===== config.mk =====
export PLATFORM = sky130hd
export DESIGN_NAME = ego1_dff_bank_sequencer_flat
export DESIGN_NICKNAME = d
export VERILOG_FILES = /design/src/rtl/ego1_dff_bank_sequencer_pkg.sv /design/src/rtl/ego1_dff_bank_sequencer_if.sv /design/src/rtl/ego1_dff_bank_sequencer_debounce.sv /design/src/rtl/ego1_dff_bank_sequencer.sv /design/src/flat_wrapper.sv
export SDC_FILE = /design/constraint.sdc
export NUM_CORES = 1
export LEC_CHECK = 0
export BUFFER_PORTS_ARGS = -buffer_cell sky130_fd_sc_hd__buf_2
export CAP_MARGIN = 15
export CORE_MARGIN = 2
export CORE_UTILIZATION = 50
export CTS_CLUSTER_SIZE = 20
export DETAILED_ROUTE_END_ITERATION = 7
export PLACE_DENSITY = 0.83
export SYNTH_ARGS = -nofsm -noshare
export SYNTH_HDL_FRONTEND = slang
export SYNTH_SLANG_ARGS = --single-unit

===== constraint.sdc =====
create_clock -name clk -period 2.15 [get_ports clk]
set_input_delay 0.215 -clock clk [delete_from_list [all_inputs] [get_ports clk]]
set_output_delay 0.215 -clock clk [all_outputs]
set_load 0.005 [all_outputs]

===== src/rtl/ego1_dff_bank_sequencer_pkg.sv =====
// ---------------------------------------------------------------------------
// ego1_pkg
// Shared types and constants for the EGO1 flip-flop lab bank sequencer.
//   seq_state_t : sequencer state (run / clear / preset)
//   SW_*        : bit positions within the 8-bit switch bus
//   LED_*       : field positions within the 16-bit LED bus
// ---------------------------------------------------------------------------
package ego1_pkg;

    localparam int SW_W  = 8;
    localparam int LED_W = 16;
    localparam int CNT_W = 6;

    typedef enum logic [1:0] {
        S_RUN = 2'd0,
        S_CLR = 2'd1,
        S_SET = 2'd2
    } seq_state_t;

    // Switch indices
    localparam int SW_D    = 0;
    localparam int SW_AUTO = 1;
    localparam int SW_RD_N = 6;
    localparam int SW_SD_N = 7;

    // LED field positions
    localparam int LED_Q_LSB   = 0;
    localparam int LED_STEP    = 8;
    localparam int LED_AUTO    = 9;
    localparam int LED_CNT_LSB = 10;

    // Synchronizer reset image: clear/preset inputs idle high (inactive),
    // everything else low, so nothing fires as reset is released.
    localparam logic [SW_W-1:0] SW_SYNC_RST = 8'hC0;

    // Clear has priority over preset; both idle high.
    function automatic seq_state_t decode_state(input logic rd_n, input logic sd_n);
        seq_state_t st;
        if (!rd_n) begin
            st = S_CLR;
        end else if (!sd_n) begin
            st = S_SET;
        end else begin
            st = S_RUN;
        end
        return st;
    endfunction

endpackage


===== src/rtl/ego1_dff_bank_sequencer_if.sv =====
// ---------------------------------------------------------------------------
// ego1_dff_bank_sequencer_if
// Board pin bundle for the bank sequencer.
//   sw_pin  [7:0]  : slide switches (D, AUTO, RD_n, SD_n)
//   btn_1          : raw S1 pushbutton, active-high, bouncing
//   led_pin [15:0] : bank Q, step indicator, AUTO echo, step count
// master = board/stimulus side, slave = sequencer side.
// ---------------------------------------------------------------------------
interface ego1_dff_bank_sequencer_if;
    import ego1_pkg::*;

    logic [SW_W-1:0]  sw_pin;
    logic             btn_1;
    logic [LED_W-1:0] led_pin;

    modport master (
        output sw_pin,
        output btn_1,
        input  led_pin
    );

    modport slave (
        input  sw_pin,
        input  btn_1,
        output led_pin
    );

endinterface


===== src/rtl/ego1_dff_bank_sequencer_debounce.sv =====
// ---------------------------------------------------------------------------
// ego1_debounce
// Two-flop synchronizer plus stability-counter debouncer for one button.
//   clk     : system clock
//   rst     : asynchronous active-high reset
//   btn_i   : raw (asynchronous, bouncing) button level
//   level_o : debounced level
//   press_o : one-cycle pulse on each 0->1 change of the debounced level
// The debounced level follows the synchronized input only after the two have
// differed for DB_CYCLES consecutive cycles; any agreement restarts the count.
// ---------------------------------------------------------------------------
module ego1_debounce #(
    parameter int DB_CYCLES = 2_000_000
) (
    input  logic clk,
    input  logic rst,
    input  logic btn_i,
    output logic level_o,
    output logic press_o
);

    localparam int DB_W = (DB_CYCLES > 1) ? $clog2(DB_CYCLES) : 1;
    localparam logic [DB_W-1:0] DB_LAST = DB_W'(DB_CYCLES - 1);

    logic [1:0]      sync_q;
    logic [DB_W-1:0] cnt_q, cnt_d;
    logic            level_q, level_d;
    logic            press_q, press_d;

    always_ff @(posedge clk or posedge rst) begin
        if (rst) begin
            sync_q  <= 2'b00;
            cnt_q   <= '0;
            level_q <= 1'b0;
            press_q <= 1'b0;
        end else begin
            sync_q  <= {sync_q[0], btn_i};
            cnt_q   <= cnt_d;
            level_q <= level_d;
            press_q <= press_d;
        end
    end

    always_comb begin
        cnt_d   = '0;
        level_d = level_q;
        press_d = 1'b0;
        if (sync_q[1] != level_q) begin
            // The cycle that completes the run of DB_CYCLES differing samples
            // flips the level; press is registered alongside it.
            if (cnt_q == DB_LAST) begin
                level_d = sync_q[1];
                press_d = sync_q[1];
            end else begin
                cnt_d = cnt_q + 1'b1;
            end
        end
    end

    assign level_o = level_q;
    assign press_o = press_q;

endmodule


===== src/rtl/ego1_dff_bank_sequencer.sv =====
// ---------------------------------------------------------------------------
// ego1_dff_bank_sequencer
// Sequences an 8-bit D flip-flop shift chain for the EGO1 lab board.
//   clk  : 100 MHz system clock
//   rst  : asynchronous active-high reset
//   pins : slave side of the board bundle
//          sw_pin[0] D, [1] AUTO, [6] RD_n (clear), [7] SD_n (preset)
//          btn_1 raw S1 step button
//          led_pin[7:0] bank, [8] step toggle, [9] AUTO echo, [15:10] count
// Steps come from the debounced button (AUTO=0) or a free-running prescaler
// (AUTO=1). Clear beats preset, and both discard any step in their cycle.
// ---------------------------------------------------------------------------
module ego1_dff_bank_sequencer
    import ego1_pkg::*;
#(
    parameter int DB_CYCLES = 2_000_000,
    parameter int AUTO_DIV  = 50_000_000
) (
    input  logic                      clk,
    input  logic                      rst,
    ego1_dff_bank_sequencer_if.slave  pins
);

    localparam int PRE_W = $clog2(AUTO_DIV);
    localparam logic [PRE_W-1:0] PRE_LAST = PRE_W'(AUTO_DIV - 1);

    // ---------------- switch synchronizers ----------------
    logic [SW_W-1:0] sw_s1_q, sw_s2_q;

    for (genvar gi = 0; gi < SW_W; gi++) begin : g_sw_sync
        always_ff @(posedge clk or posedge rst) begin
            if (rst) begin
                sw_s1_q[gi] <= SW_SYNC_RST[gi];
                sw_s2_q[gi] <= SW_SYNC_RST[gi];
            end else begin
                sw_s1_q[gi] <= pins.sw_pin[gi];
                sw_s2_q[gi] <= sw_s1_q[gi];
            end
        end
    end

    logic d_s, auto_s, rd_n_s, sd_n_s;
    logic sw_unused;

    assign d_s    = sw_s2_q[SW_D];
    assign auto_s = sw_s2_q[SW_AUTO];
    assign rd_n_s = sw_s2_q[SW_RD_N];
    assign sd_n_s = sw_s2_q[SW_SD_N];
    assign sw_unused = &{1'b0, sw_s2_q[5:2]};

    // ---------------- button ----------------
    logic press;
    logic btn_level_unused;

    ego1_debounce #(
        .DB_CYCLES (DB_CYCLES)
    ) u_btn_db (
        .clk     (clk),
        .rst     (rst),
        .btn_i   (pins.btn_1),
        .level_o (btn_level_unused),
        .press_o (press)
    );

    // ---------------- state ----------------
    seq_state_t            state_q, state_d;
    logic [PRE_W-1:0]      presc_q, presc_d;
    logic [7:0]            bank_q, bank_d;
    logic [CNT_W-1:0]      cnt_q, cnt_d;
    logic                  step_led_q, step_led_d;
    logic                  auto_q;

    logic                  run_auto;
    logic                  tick;
    logic                  step;
    logic [7:0]            shifted;

    // Serial chain: D enters bit 0, every other stage takes its neighbour.
    for (genvar gi = 0; gi < 8; gi++) begin : g_chain
        if (gi == 0) begin : g_head
            assign shifted[gi] = d_s;
        end else begin : g_link
            assign shifted[gi] = bank_q[gi-1];
        end
    end

    always_ff @(posedge clk or posedge rst) begin
        if (rst) begin
            state_q    <= S_RUN;
            presc_q    <= '0;
            bank_q     <= 8'h00;
            cnt_q      <= '0;
            step_led_q <= 1'b0;
            auto_q     <= 1'b0;
        end else begin
            state_q    <= state_d;
            presc_q    <= presc_d;
            bank_q     <= bank_d;
            cnt_q      <= cnt_d;
            step_led_q <= step_led_d;
            auto_q     <= auto_s;
        end
    end

    // The state is re-decoded from the synchronized switches every cycle and
    // the bank acts on that decode directly, so a switch edge reaches the LEDs
    // after the two sync flops plus one bank register.
    always_comb begin
        state_d    = state_q;
        presc_d    = '0;
        bank_d     = bank_q;
        cnt_d      = cnt_q;
        step_led_d = step_led_q;

        state_d = decode_state(rd_n_s, sd_n_s);

        // Prescaler only runs in auto mode while in S_RUN; otherwise it sits
        // at zero so a fresh run always waits a full AUTO_DIV period.
        run_auto = auto_s && (state_d == S_RUN);
        tick     = run_auto && (presc_q == PRE_LAST);
        if (run_auto && !tick) begin
            presc_d = presc_q + 1'b1;
        end

        // In auto mode the button is ignored entirely.
        step = (state_d == S_RUN) && (auto_s ? tick : press);

        unique case (state_d)
            S_CLR: begin
                bank_d = 8'h00;
                cnt_d  = '0;
            end
            S_SET: begin
                bank_d = 8'hFF;
            end
            default: begin
                if (step) begin
                    bank_d     = shifted;
                    cnt_d      = cnt_q + 1'b1;
                    step_led_d = ~step_led_q;
                end
            end
        endcase
    end

    assign pins.led_pin[LED_Q_LSB +: 8]       = bank_q;
    assign pins.led_pin[LED_STEP]             = step_led_q;
    assign pins.led_pin[LED_AUTO]             = auto_q;
    assign pins.led_pin[LED_CNT_LSB +: CNT_W] = cnt_q;

endmodule


===== src/flat_wrapper.sv =====
// flat-port wrapper written by rule: the top's interface ports become plain ports
module ego1_dff_bank_sequencer_flat import ego1_pkg::*;
#(
    parameter int DB_CYCLES = 2_000_000,
    parameter int AUTO_DIV  = 50_000_000
)
  (clk, rst, pins_sw_pin, pins_btn_1, pins_led_pin);
  ego1_dff_bank_sequencer_if pins_i ();
  input  logic clk;
  input  logic rst;
  input wire logic [$bits(pins_i.sw_pin)-1:0] pins_sw_pin;
  input wire logic [$bits(pins_i.btn_1)-1:0] pins_btn_1;
  output wire logic [$bits(pins_i.led_pin)-1:0] pins_led_pin;
  assign pins_i.sw_pin = pins_sw_pin;
  assign pins_i.btn_1 = pins_btn_1;
  assign pins_led_pin = pins_i.led_pin;
  ego1_dff_bank_sequencer #(.DB_CYCLES(DB_CYCLES), .AUTO_DIV(AUTO_DIV)) u_core (.clk(clk), .rst(rst), .pins(pins_i));
endmodule

==> out/qor.txt, run 1 <==
Vias in the first global route = 2533
Tcrit/Tclk final = 0.931
R2R Setup Slk = 150 ps
Number of I/O port buffers = 22
Cell with the most instances after synthesis = dfrtp_1
DRC violation count after routing = 0
Number of vias in the routed layout = 2508
Fraction of layout cells with a size suffix above 1 = 0.172
Max-slew violation total from the final report = 0
Number of hold buffers added after cts = 6
Relative slew margins = 0.721
Area Overhead vs Synth = 15.8%
Type of element capturing the critical path = flip-flop
CP max stage delay = 500 ps
Clock Pin Slew Worst Setup and Hold Paths = 80 ps
Synth area leaders = dfrtp_1 (52%), xnor2_1 (5.7%), nor2_1 (5.1%)
Die height = 86.3 µm
Max_cap viols = 0
Crit Path Max Fanout = 8
Portion of synthesized cell area occupied by the leading cell type = 0.525
Core outline area = 6460 µm²
PD cells = 675 nW/µm²
Synthesis-stage register bit count = 75
Worst path setup slack after routing = 149 ps
CTS tree = yes
Maximum count of clock buffers along a single path = 2
Starting DRT DRC Count = 202
CTS buffer count = 9
Static leakage power = 1.68 nW
Area of the die = 7440 µm²
RR Startpoint = u_core.presc_q[10]
Detail Route Antenna Nets = 0
GRT Util Overall = 0.193
Accumulated negative setup slack = 0 ps
Post-synthesis mux area share = 0.0122
Gr ovfl total = 0
Synthesized instance count = 330
Fin nets = 386
Startpoint class of the critical path = flip-flop
Status = completed
Total number of H-tree levels = 3
Avg Synthesized Cell Area = 10.3 µm²
Synth cell types = 38
Cell area after synthesis = 3380 µm²
Setup violators final = 0
Leading area contributor after synthesis = dfrtp_1
Post-synth ARST share = 1.00
Crit path required time = 2430 ps
Sequential area share after synthesis = 0.556
Total of warnings raised by yosys = 0
Final hold violation count = 0
Worst-case hold path end point = u_core.d_s
Xor and xnor area share after synthesis = 0.106
Quantity of gates resized following cts = 0
Post-synthesis adder-cell area fraction = 0.0111
VDD IR-drop max = 0.000584 V
First-pass GRT wire length = 11300 µm
Startpoint of the worst hold path = u_core.sw_s1_q[0]
Kind of critical path = flip-flop to flip-flop
Hold Crit Depth = 0
Via density = 5.52
RSZ-0062 raised after global routing = false
Setup slack at placement = 146 ps
Number of antenna violations at the first check in global routing = 0
Antenna diode instance count = 0
Peak Freq = 500 MHz
Time the worst path needs with I/O delays and setup = 2000 ps
Cell depth of the worst flop-to-flop path = 5
Most used flip-flop cell after synthesis = dfrtp_1
Post-Synthesis Net Count = 344
Top cell types by occurrence after synthesis = dfrtp_1 (71), nor2_1 (46), nand2_1 (35)
Initial Utilization = 0.524
Simple-Gate Fraction of Synth Area = 0.238
Final routed wirelength across all metal layers = 6460 µm
Clock Skew = 9.19 ps
# clock sinks = 75
Top-level port count = 27
Data arrival time of the critical path = 2280 ps
X dimension of the die = 86.3 µm
Clock network latency to the later pin of the worst-skew pair = 350 ps
Cell with the largest stage delay on the worst path = or4_1
Transition time of the tightest slew-check pin = 418 ps
Main combinational cell family by area after synthesis = simple AND/OR/NAND/NOR gates
DP Wirelength = 4410 µm
Worst hold-check path type = flip-flop to flip-flop
Critical path, cell by cell = nor4_2 > nand4_1 > o31a_1 > or4_1 > a21oi_1
Root buffer selected by CTS = clkbuf_8
Share of the synthesized area in compound gates (AO/OA/AOI/OAI) = 0.0484
Largest net degree at the start of global routing = 37
FP Rows = 29
WL/cell = 14.2 µm
Number of flops mapped to enable cells by yosys = 0
Drt first pass iters = 4
Post-CTS Setup Repair Bufs = 0
Final RePlAce weighted congestion = 0.820
Reg-to-Reg End = u_core.cnt_q[3]
## metrics by stage
step	hold slack, ps	util	cells	power (W)	instance area (µm²)
floorplan	219	-	330	0.00154	3380
global placement	227	0.567	432	0.00158	3660
detailed placement	233	0.567	432	0.00159	3660
CTS	362	0.607	454	0.00268	3920
global route	367	0.607	454	0.00275	3920
finish	366	0.607	454	0.00265	3920
## placed cells by master (no fill, tap or decap), drive strengths merged, types with 8 or more instances in the layout
master and count:
dfrtp 71, nor2 46, buf 36, nand2 35
xnor2 22, xor2 19, nand3 19, inv 13
nand4 10, nor4 10, clkbuf 9, a31oi 8
nor3 8
## layer usage
layer  vias to the layer above  track usage  wire, µm
li1                       1224            -         -
met1                      1229        0.240      2960
met2                        44        0.324      3210
met4                         0       0.0710        89
met5                         -            0         0
met3                        11       0.0524       202
## where the power goes
part | leakage [nW] | switching, W | internal [W]
Clock | 0.104 | 0.000534 | 0.000544
Sequential | 1.00 | 0.0000197 | 0.00144
Combinational | 0.570 | 0.0000693 | 0.0000415
## worst max-delay path by stage
stage / startpoint / end / slack [ps] / cells after the start
floorplan: rst / u_core.auto_q / 30 / 1
global placement: u_core.presc_q[11] / u_core.cnt_q[3] / 200 / 5
detailed placement: u_core.presc_q[10] / u_core.cnt_q[3] / 150 / 5
CTS: u_core.presc_q[10] / u_core.cnt_q[3] / 140 / 5
global route: u_core.presc_q[10] / u_core.cnt_q[3] / 8 / 5
finish: u_core.presc_q[10] / u_core.cnt_q[3] / 150 / 5
## sequential cells by signal (all words and copies together) (netlist names)
name                     count
u_core.presc_q              26
u_core.u_btn_db.cnt_q       21
u_core.bank_q                8
u_core.cnt_q                 6
u_core.sw_s1_q               4
u_core.u_btn_db.sync_q       2
u_core.auto_q                1
u_core.auto_s                1
u_core.d_s                   1
u_core.rd_n_s                1
u_core.sd_n_s                1
u_core.step_led_q            1
u_core.u_btn_db.level_o      1
u_core.u_btn_db.press_o      1
## logic make-up after synthesis
group                    after synthesis
AO/OA/AOI/OAI                         26
XOR/XNOR                              41
adder cells (fa/ha/maj)                3
buffers and inverters                 22
flip-flops                            75
multiplexers                           4
AND/OR/NAND/NOR                      159
## layout make-up
cell class,instances,area [µm²]
Sequential cell,75,1880
Timing Repair Buffer,42,288
Tap cell,77,96.3
Fill cell,517,2540
Inverter,11,41.3
Multi-Input combinational cell,233,1410
Clock buffer,9,124
Clock inverter,7,75.1
## worst max-delay path: cells and delay by family, from the launching register on
kind            cells  cell delay, ps
simple gates        3             940
compound gates      2             570
flops               1             430
Power figures use the tool's default switching activity.
==> run 2, diff against run 1 <==
- ABC_AREA: default -> 1
==> run 2 against run 1 <==
Effect of this change: flip-flop and latch count is the same; via count grew 34%; setup slack improved by 8.4 ps; first-iteration DRC count is 26% higher; hold slack got worse by 1.4 ps; largest cell class unchanged.
==> out/qor.txt, run 2 <==
Status = completed (unchanged)
Antenna diode instance count = 0 (unchanged)
Cell area after synthesis = 3880 µm² (was 3380 µm²)
Post-Synthesis Net Count = 522 (was 344)
Clock Skew = 17.2 ps (was 9.19 ps)
Data arrival time of the critical path = 2210 ps (was 2280 ps)
Type of element capturing the critical path = flip-flop (unchanged)
Cell with the largest stage delay on the worst path = dfrtp_1 (was or4_1)
Most used flip-flop cell after synthesis = dfrtp_1 (unchanged)
DP Wirelength = 5710 µm (was 4410 µm)
WL/cell = 12.8 µm (was 14.2 µm)
Synth cell types = 29 (was 38)
Fraction of layout cells with a size suffix above 1 = 0.117 (was 0.172)
R2R Setup Slk = 160 ps (was 150 ps)
Transition time of the tightest slew-check pin = 537 ps (was 418 ps)
# clock sinks = 75 (unchanged)
Startpoint class of the critical path = flip-flop (unchanged)
Most used cells in the layout excluding fill and tap cells = nand2_1 (130), nor2_1 (114), dfrtp_1 (71) (was dfrtp_1 (71), nor2_1 (46), nand2_1 (35))
Main combinational cell family by area after synthesis = simple AND/OR/NAND/NOR gates (unchanged)
Crit Path Max Fanout = 24 (was 8)
Fin nets = 555 (was 386)
Simple-Gate Fraction of Synth Area = 0.372 (was 0.238)
Static leakage power = 1.93 nW (was 1.68 nW)
Number of I/O port buffers = 22 (unchanged)
GRT Util Overall = 0.209 (was 0.193)
Crit path required time = 2370 ps (was 2430 ps)
Hold slack = 364 ps (was 366 ps)
Top cell types by occurrence after synthesis = nand2_1 (130), nor2_1 (114), dfrtp_1 (71) (was dfrtp_1 (71), nor2_1 (46), nand2_1 (35))
PD cells = 623 nW/µm² (was 675 nW/µm²)
Total number of H-tree levels = 3 (unchanged)
Number of hold buffers added after cts = 6 (unchanged)
Worst hold-check path type = flip-flop to flip-flop (unchanged)
Peak Freq = 502 MHz (was 500 MHz)
Clock network latency to the later pin of the worst-skew pair = 360 ps (was 350 ps)
Max_cap viols = 0 (unchanged)
Number of antenna violations at the first check in global routing = 0 (unchanged)
Number of flops mapped to enable cells by yosys = 0 (unchanged)
Share of the synthesized area in compound gates (AO/OA/AOI/OAI) = 0.0213 (was 0.0484)
Post-synthesis adder-cell area fraction = 0.00967 (was 0.0111)
Final hold violation count = 0 (unchanged)
Biggest registers after layout = u_core.presc_q: 26 flops, u_core.u_btn_db.cnt_q: 21 flops, u_core.bank_q: 8 flops (unchanged)
Number of vias in the routed layout = 3355 (was 2508)
Largest net degree at the start of global routing = 45 (was 37)
Post-CTS Setup Repair Bufs = 0 (unchanged)
Avg Synthesized Cell Area = 7.64 µm² (was 10.3 µm²)
Vias in the first global route = 3248 (was 2533)
Top-level port count = 27 (unchanged)
Relative slew margins = 0.642 (was 0.721)
Drt first pass iters = 5 (was 4)
Synth area leaders = dfrtp_1 (46%), nand2_1 (13%), nor2_1 (11%) (was dfrtp_1 (52%), xnor2_1 (5.7%), nor2_1 (5.1%))
Detail Route Antenna Nets = 0 (unchanged)
Time the worst path needs with I/O delays and setup = 1990 ps (was 2000 ps)
Core outline area = 7610 µm² (was 6460 µm²)
Via density = 5.18 (was 5.52)
Gr ovfl total = 0 (unchanged)
Sequential area share after synthesis = 0.485 (was 0.556)
Max-slew violation total from the final report = 0 (unchanged)
Total of warnings raised by yosys = 0 (unchanged)
Initial Utilization = 0.510 (was 0.524)
FP Rows = 32 (was 29)
Starting DRT DRC Count = 254 (was 202)
VDD IR-drop max = 0.000423 V (was 0.000584 V)
CP max stage delay = 440 ps (was 500 ps)
Worst path setup slack after routing = 157 ps (was 149 ps)
Cell mode on critical path = nand2_2
Synthesis-stage register bit count = 75 (unchanged)
Setup slack at placement = 213 ps (was 146 ps)
Final core utilization = 0.572 (was 0.607)
Post-synthesis mux area share = 0 (was 0.0122)
First-pass GRT wire length = 14200 µm (was 11300 µm)
Critical path, cell by cell = ha_1 > nand2_2 > nor2_4 > nand2_2 > nor2_4 > nand2_1 > nand2_2 > nor2_1 (was nor4_2 > nand4_1 > o31a_1 > or4_1 > a21oi_1)
Final routed wirelength across all metal layers = 8300 µm (was 6460 µm)
RSZ-0062 raised after global routing = false (unchanged)
Area of the die = 8490 µm² (was 7440 µm²)
Clock Pin Slew Worst Setup and Hold Paths = 80 ps (about the same)
CTS buffer count = 9 (unchanged)
Max reg flops = 26 (unchanged)
Area Overhead vs Synth = 12.0% (was 15.8%)
Post-synth ARST share = 1.00 (unchanged)
Final RePlAce weighted congestion = 0.933 (was 0.820)
X dimension of the die = 92.1 µm (was 86.3 µm)
Setup violators final = 0 (unchanged)
Leading area contributor after synthesis = dfrtp_1 (unchanged)
Commonest non-fill, non-tap cell in the layout = nand2_1 (was dfrtp_1)
Portion of synthesized cell area occupied by the leading cell type = 0.458 (was 0.525)
Cell with the most instances after synthesis = nand2_1 (was dfrtp_1)
CTS tree = yes (unchanged)
Maximum count of clock buffers along a single path = 2 (unchanged)
Largest register by flop count = u_core.presc_q (unchanged)
Kind of critical path = flip-flop to flip-flop (unchanged)
Tcrit/Tclk final = 0.927 (was 0.931)
Quantity of gates resized following cts = 0 (unchanged)
Synthesized instance count = 508 (was 330)
Accumulated negative setup slack = 0 ps (unchanged)
DRC violation count after routing = 0 (unchanged)
Die height = 92.1 µm (was 86.3 µm)
Xor and xnor area share after synthesis = 0.0429 (was 0.106)
Root buffer selected by CTS = clkbuf_8 (unchanged)
## run 2: cell count changes after synthesis, sizes merged, moves of 7 or more
cell / previous run / this run
nand2: 35 / 136
nor4: 10 / 0
nand3: 19 / 42
nor2: 46 / 119
xor2: 19 / 12
and3: 7 / 0
inv: 11 / 55
a31oi: 8 / 0
xnor2: 22 / 7
nor3: 8 / 15
## run 2: final cells by class
| class | count | area, µm² |
|---|---|---|
| repair buffers | 31 | 193 |
| flip-flops and latches | 75 | 1880 |
| inverters | 55 | 206 |
| well taps | 102 | 128 |
| multi-input cells | 369 | 1730 |
| clock inverters | 7 | 83.8 |
| fillers | 671 | 3260 |
| clock buffers | 9 | 124 |
## run 2: power breakdown
group / leakage, nW / total (W) / internal, W / switching (W)
Sequential: 1.00 / 0.00146 / 0.00144 / 0.0000219
Clock: 0.102 / 0.00113 / 0.000556 / 0.000578
Combinational: 0.821 / 0.000113 / 0.0000391 / 0.0000740
## run 2: routing by layer
layer / part of all wire / vias up / global-route usage / wire (µm)
met1: 0.44 / 1609 / 0.262 / 3640
met2: 0.50 / 91 / 0.349 / 4110
li1: - / 1641 / - / -
met4: 0.016 / 0 / 0.0933 / 135
met5: 0 / - / 0 / 0
met3: 0.049 / 14 / 0.0435 / 407
## run 2: worst max-delay path, delay by kind of cell, from the launching register on
kind | cells | cell delay, ps
simple gates | 7 | 1110
fa+ha+maj | 1 | 300
flops | 1 | 440
## run 2: worst paths after layout
check	from	endpoint	cells after the start
worst min-delay path	u_core.sw_s1_q[7]	u_core.sd_n_s	0
worst min register to register	u_core.sw_s1_q[7]	u_core.sd_n_s	0
worst max register to register	u_core.presc_q[0]	u_core.presc_q[11]	8
min in group asynchronous	rst	u_core.u_btn_db.cnt_q[16]	4
worst max-delay path	u_core.presc_q[0]	u_core.presc_q[11]	8
max in group asynchronous	rst	u_core.sw_s1_q[7]	4
## run 2: through the flow
step           instance area [µm²]  cells  total power [W]
3_3_place_gp                  4080    626          0.00159
2_1_floorplan                 3880    508          0.00155
5_1_grt                       4350    648          0.00281
3_5_place_dp                  4080    626          0.00160
4_1_cts                       4350    648          0.00273
6_report                      4350    648          0.00271
## run 2: cells by family (layout without fill, tap and decap cells)
kind of cell	count (synthesis)	in the layout
xor gates and xnor gates	19	19
and+or+nand+nor	331	331
adders and majority gates	3	3
DFF	75	75
AOI/OAI and AO/OA	16	16
buffers and inverters	64	102
==> run 3, diff against run 2 <==
- PLACE_DENSITY: 0.83 -> 0.67
==> run 3 against run 2 <==
Effect of this change: hold slack got worse by 5.8 ps; power decreased by 2.9%; via count down 5.1%; critical endpoint is now u_core.bank_q[5]; final cell count is 0.15% lower; count of clock-buffer cells in the layout unchanged.
==> out/qor.txt, run 3 (same netlist as run 2, synthesis figures left out) <==
Status = completed (unchanged)
Vias in the first global route = 3021 (was 3248)
Crit path required time = 2450 ps (was 2370 ps)
Quantity of gates resized following cts = 0 (unchanged)
WP buf/inv = 1 (was 0)
Worst hold-check path type = flip-flop to flip-flop (unchanged)
Accumulated negative setup slack = 0 ps (unchanged)
Clock network latency to the later pin of the worst-skew pair = 360 ps (about the same)
Static leakage power = 1.92 nW (was 1.93 nW)
Peak Freq = 544 MHz (was 502 MHz)
Final RePlAce weighted congestion = 0.888 (was 0.933)
Die height = 92.1 µm (unchanged)
Clock Pin Slew Worst Setup and Hold Paths = 90 ps (was 80 ps)
Clock Skew = 13.6 ps (was 17.2 ps)
Max_cap viols = 0 (unchanged)
Most used cells in the layout excluding fill and tap cells = nand2_1 (130), nor2_1 (114), dfrtp_1 (71) (unchanged)
VDD IR-drop max = 0.000361 V (was 0.000423 V)
Max reg flops = 26 (unchanged)
FP Rows = 32 (unchanged)
Final routed wirelength across all metal layers = 7790 µm (was 8300 µm)
Time the worst path needs with I/O delays and setup = 1840 ps (was 1990 ps)
WL/cell = 12.0 µm (was 12.8 µm)
Cell with the largest stage delay on the worst path = dfstp_2 (was dfrtp_1)
Via density = 4.92 (was 5.18)
Setup slack at placement = 321 ps (was 213 ps)
Type of element capturing the critical path = flip-flop (unchanged)
Kind of critical path = flip-flop to flip-flop (unchanged)
Initial Utilization = 0.510 (unchanged)
Max-slew violation total from the final report = 0 (unchanged)
Fraction of layout cells with a size suffix above 1 = 0.116 (was 0.117)
Largest net degree at the start of global routing = 76 (was 45)
RSZ-0062 raised after global routing = false (unchanged)
Commonest non-fill, non-tap cell in the layout = nand2_1 (unchanged)
Area of the die = 8490 µm² (unchanged)
Data arrival time of the critical path = 2140 ps (was 2210 ps)
CTS tree = yes (unchanged)
Number of I/O port buffers = 22 (unchanged)
Final hold violation count = 0 (unchanged)
Top-level port count = 27 (unchanged)
Core outline area = 7610 µm² (unchanged)
Largest register by flop count = u_core.presc_q (unchanged)
Area Overhead vs Synth = 12.0% (about the same)
CTS buffer count = 9 (unchanged)
Biggest registers after layout = u_core.presc_q: 26 flops, u_core.u_btn_db.cnt_q: 21 flops, u_core.bank_q: 8 flops (unchanged)
# clock sinks = 75 (unchanged)
Number of vias in the routed layout = 3184 (was 3355)
Fin nets = 554 (was 555)
DRC violation count after routing = 0 (unchanged)
Antenna diode instance count = 0 (unchanged)
Root buffer selected by CTS = clkbuf_8 (unchanged)
GRT Util Overall = 0.203 (was 0.209)
Drt first pass iters = 5 (unchanged)
Number of antenna violations at the first check in global routing = 0 (unchanged)
Number of instances in the placed design = 625 (was 626)
Tcrit/Tclk final = 0.854 (was 0.927)
Startpoint class of the critical path = flip-flop (unchanged)
Transition time of the tightest slew-check pin = 414 ps (was 537 ps)
Worst path setup slack after routing = 313 ps (was 157 ps)
Detail Route Antenna Nets = 0 (unchanged)
Cell class contributing the biggest share of worst-path delay = simple AND/OR/NAND/NOR gates (unchanged)
X dimension of the die = 92.1 µm (unchanged)
CP max stage delay = 660 ps (was 440 ps)
Critical path, cell by cell = nand2_2 > inv_1 > nand3_2 > nand2_4 > nand2_1 > nand3_1 (was ha_1 > nand2_2 > nor2_4 > nand2_2 > nor2_4 > nand2_1 > nand2_2 > nor2_1)
Maximum count of clock buffers along a single path = 2 (unchanged)
Number of standard cells in the final layout excluding fillers = 647 (was 648)
Setup violators final = 0 (unchanged)
Number of hold buffers added after cts = 6 (unchanged)
Relative slew margins = 0.723 (was 0.642)
Final core utilization = 0.571 (was 0.572)
Crit Path Max Fanout = 17 (was 24)
Post-CTS Setup Repair Bufs = 0 (unchanged)
DP Wirelength = 5550 µm (was 5710 µm)
First-pass GRT wire length = 13700 µm (was 14200 µm)
Total number of H-tree levels = 3 (unchanged)
Starting DRT DRC Count = 237 (was 254)
PD cells = 605 nW/µm² (was 623 nW/µm²)
Gr ovfl total = 0 (unchanged)
==> run 3: power breakdown <==
group | internal (W) | switching [W]
Sequential | 0.00144 | 0.0000208
Combinational | 0.0000429 | 0.0000724
Clock | 0.000449 | 0.000605
Total | 0.00193 | 0.000698
==> run 3: path summary, 6_finish.rpt <==
path / from / end / slack [ps] / cells after the start
max in group asynchronous: rst / u_core.rd_n_s / 1330 / 4
min in group asynchronous: rst / u_core.sw_s1_q[1] / 490 / 4
max reg2reg: u_core.rd_n_s / u_core.bank_q[5] / 310 / 6
min: u_core.u_btn_db.sync_q[0] / u_core.u_btn_db.sync_q[1] / 360 / 0
min reg2reg: u_core.u_btn_db.sync_q[0] / u_core.u_btn_db.sync_q[1] / 360 / 0
max: u_core.rd_n_s / u_core.bank_q[5] / 310 / 6
==> run 3: layout make-up <==
class	instances	area, µm²
fillers	738	3260
inverters	55	206
flip-flops and latches	75	1880
clock buffers	9	124
repair buffers	30	210
multi-input cells	369	1730
well taps	102	128
clock inverters	7	65.1
==> run 3: worst register-to-register path: stages, from the launching register on <==
cell and delay (ps):
dfstp_2 660, nand2_2 180, inv_1 150, nand3_2 320, nand2_4 300, nand2_1 80
nand3_1 80
==> run 3: through the flow <==
step	total power, W	hold WS, ps	instance area (µm²)
6_report	0.00263	358	4350
5_1_grt	0.00274	368	4350
4_1_cts	0.00266	361	4350
3_5_place_dp	0.00160	326	4100
3_3_place_gp	0.00160	320	4100
2_1_floorplan	0.00155	219	3880
==> run 3: per-layer routing <==
layer  global-route usage  wire length, µm  up-vias
li1                     -                -     1646
met1                0.291             3840     1482
met2                0.313             3560       46
met3               0.0345              252       10
met4               0.0746              134        0
met5                    0                0        -
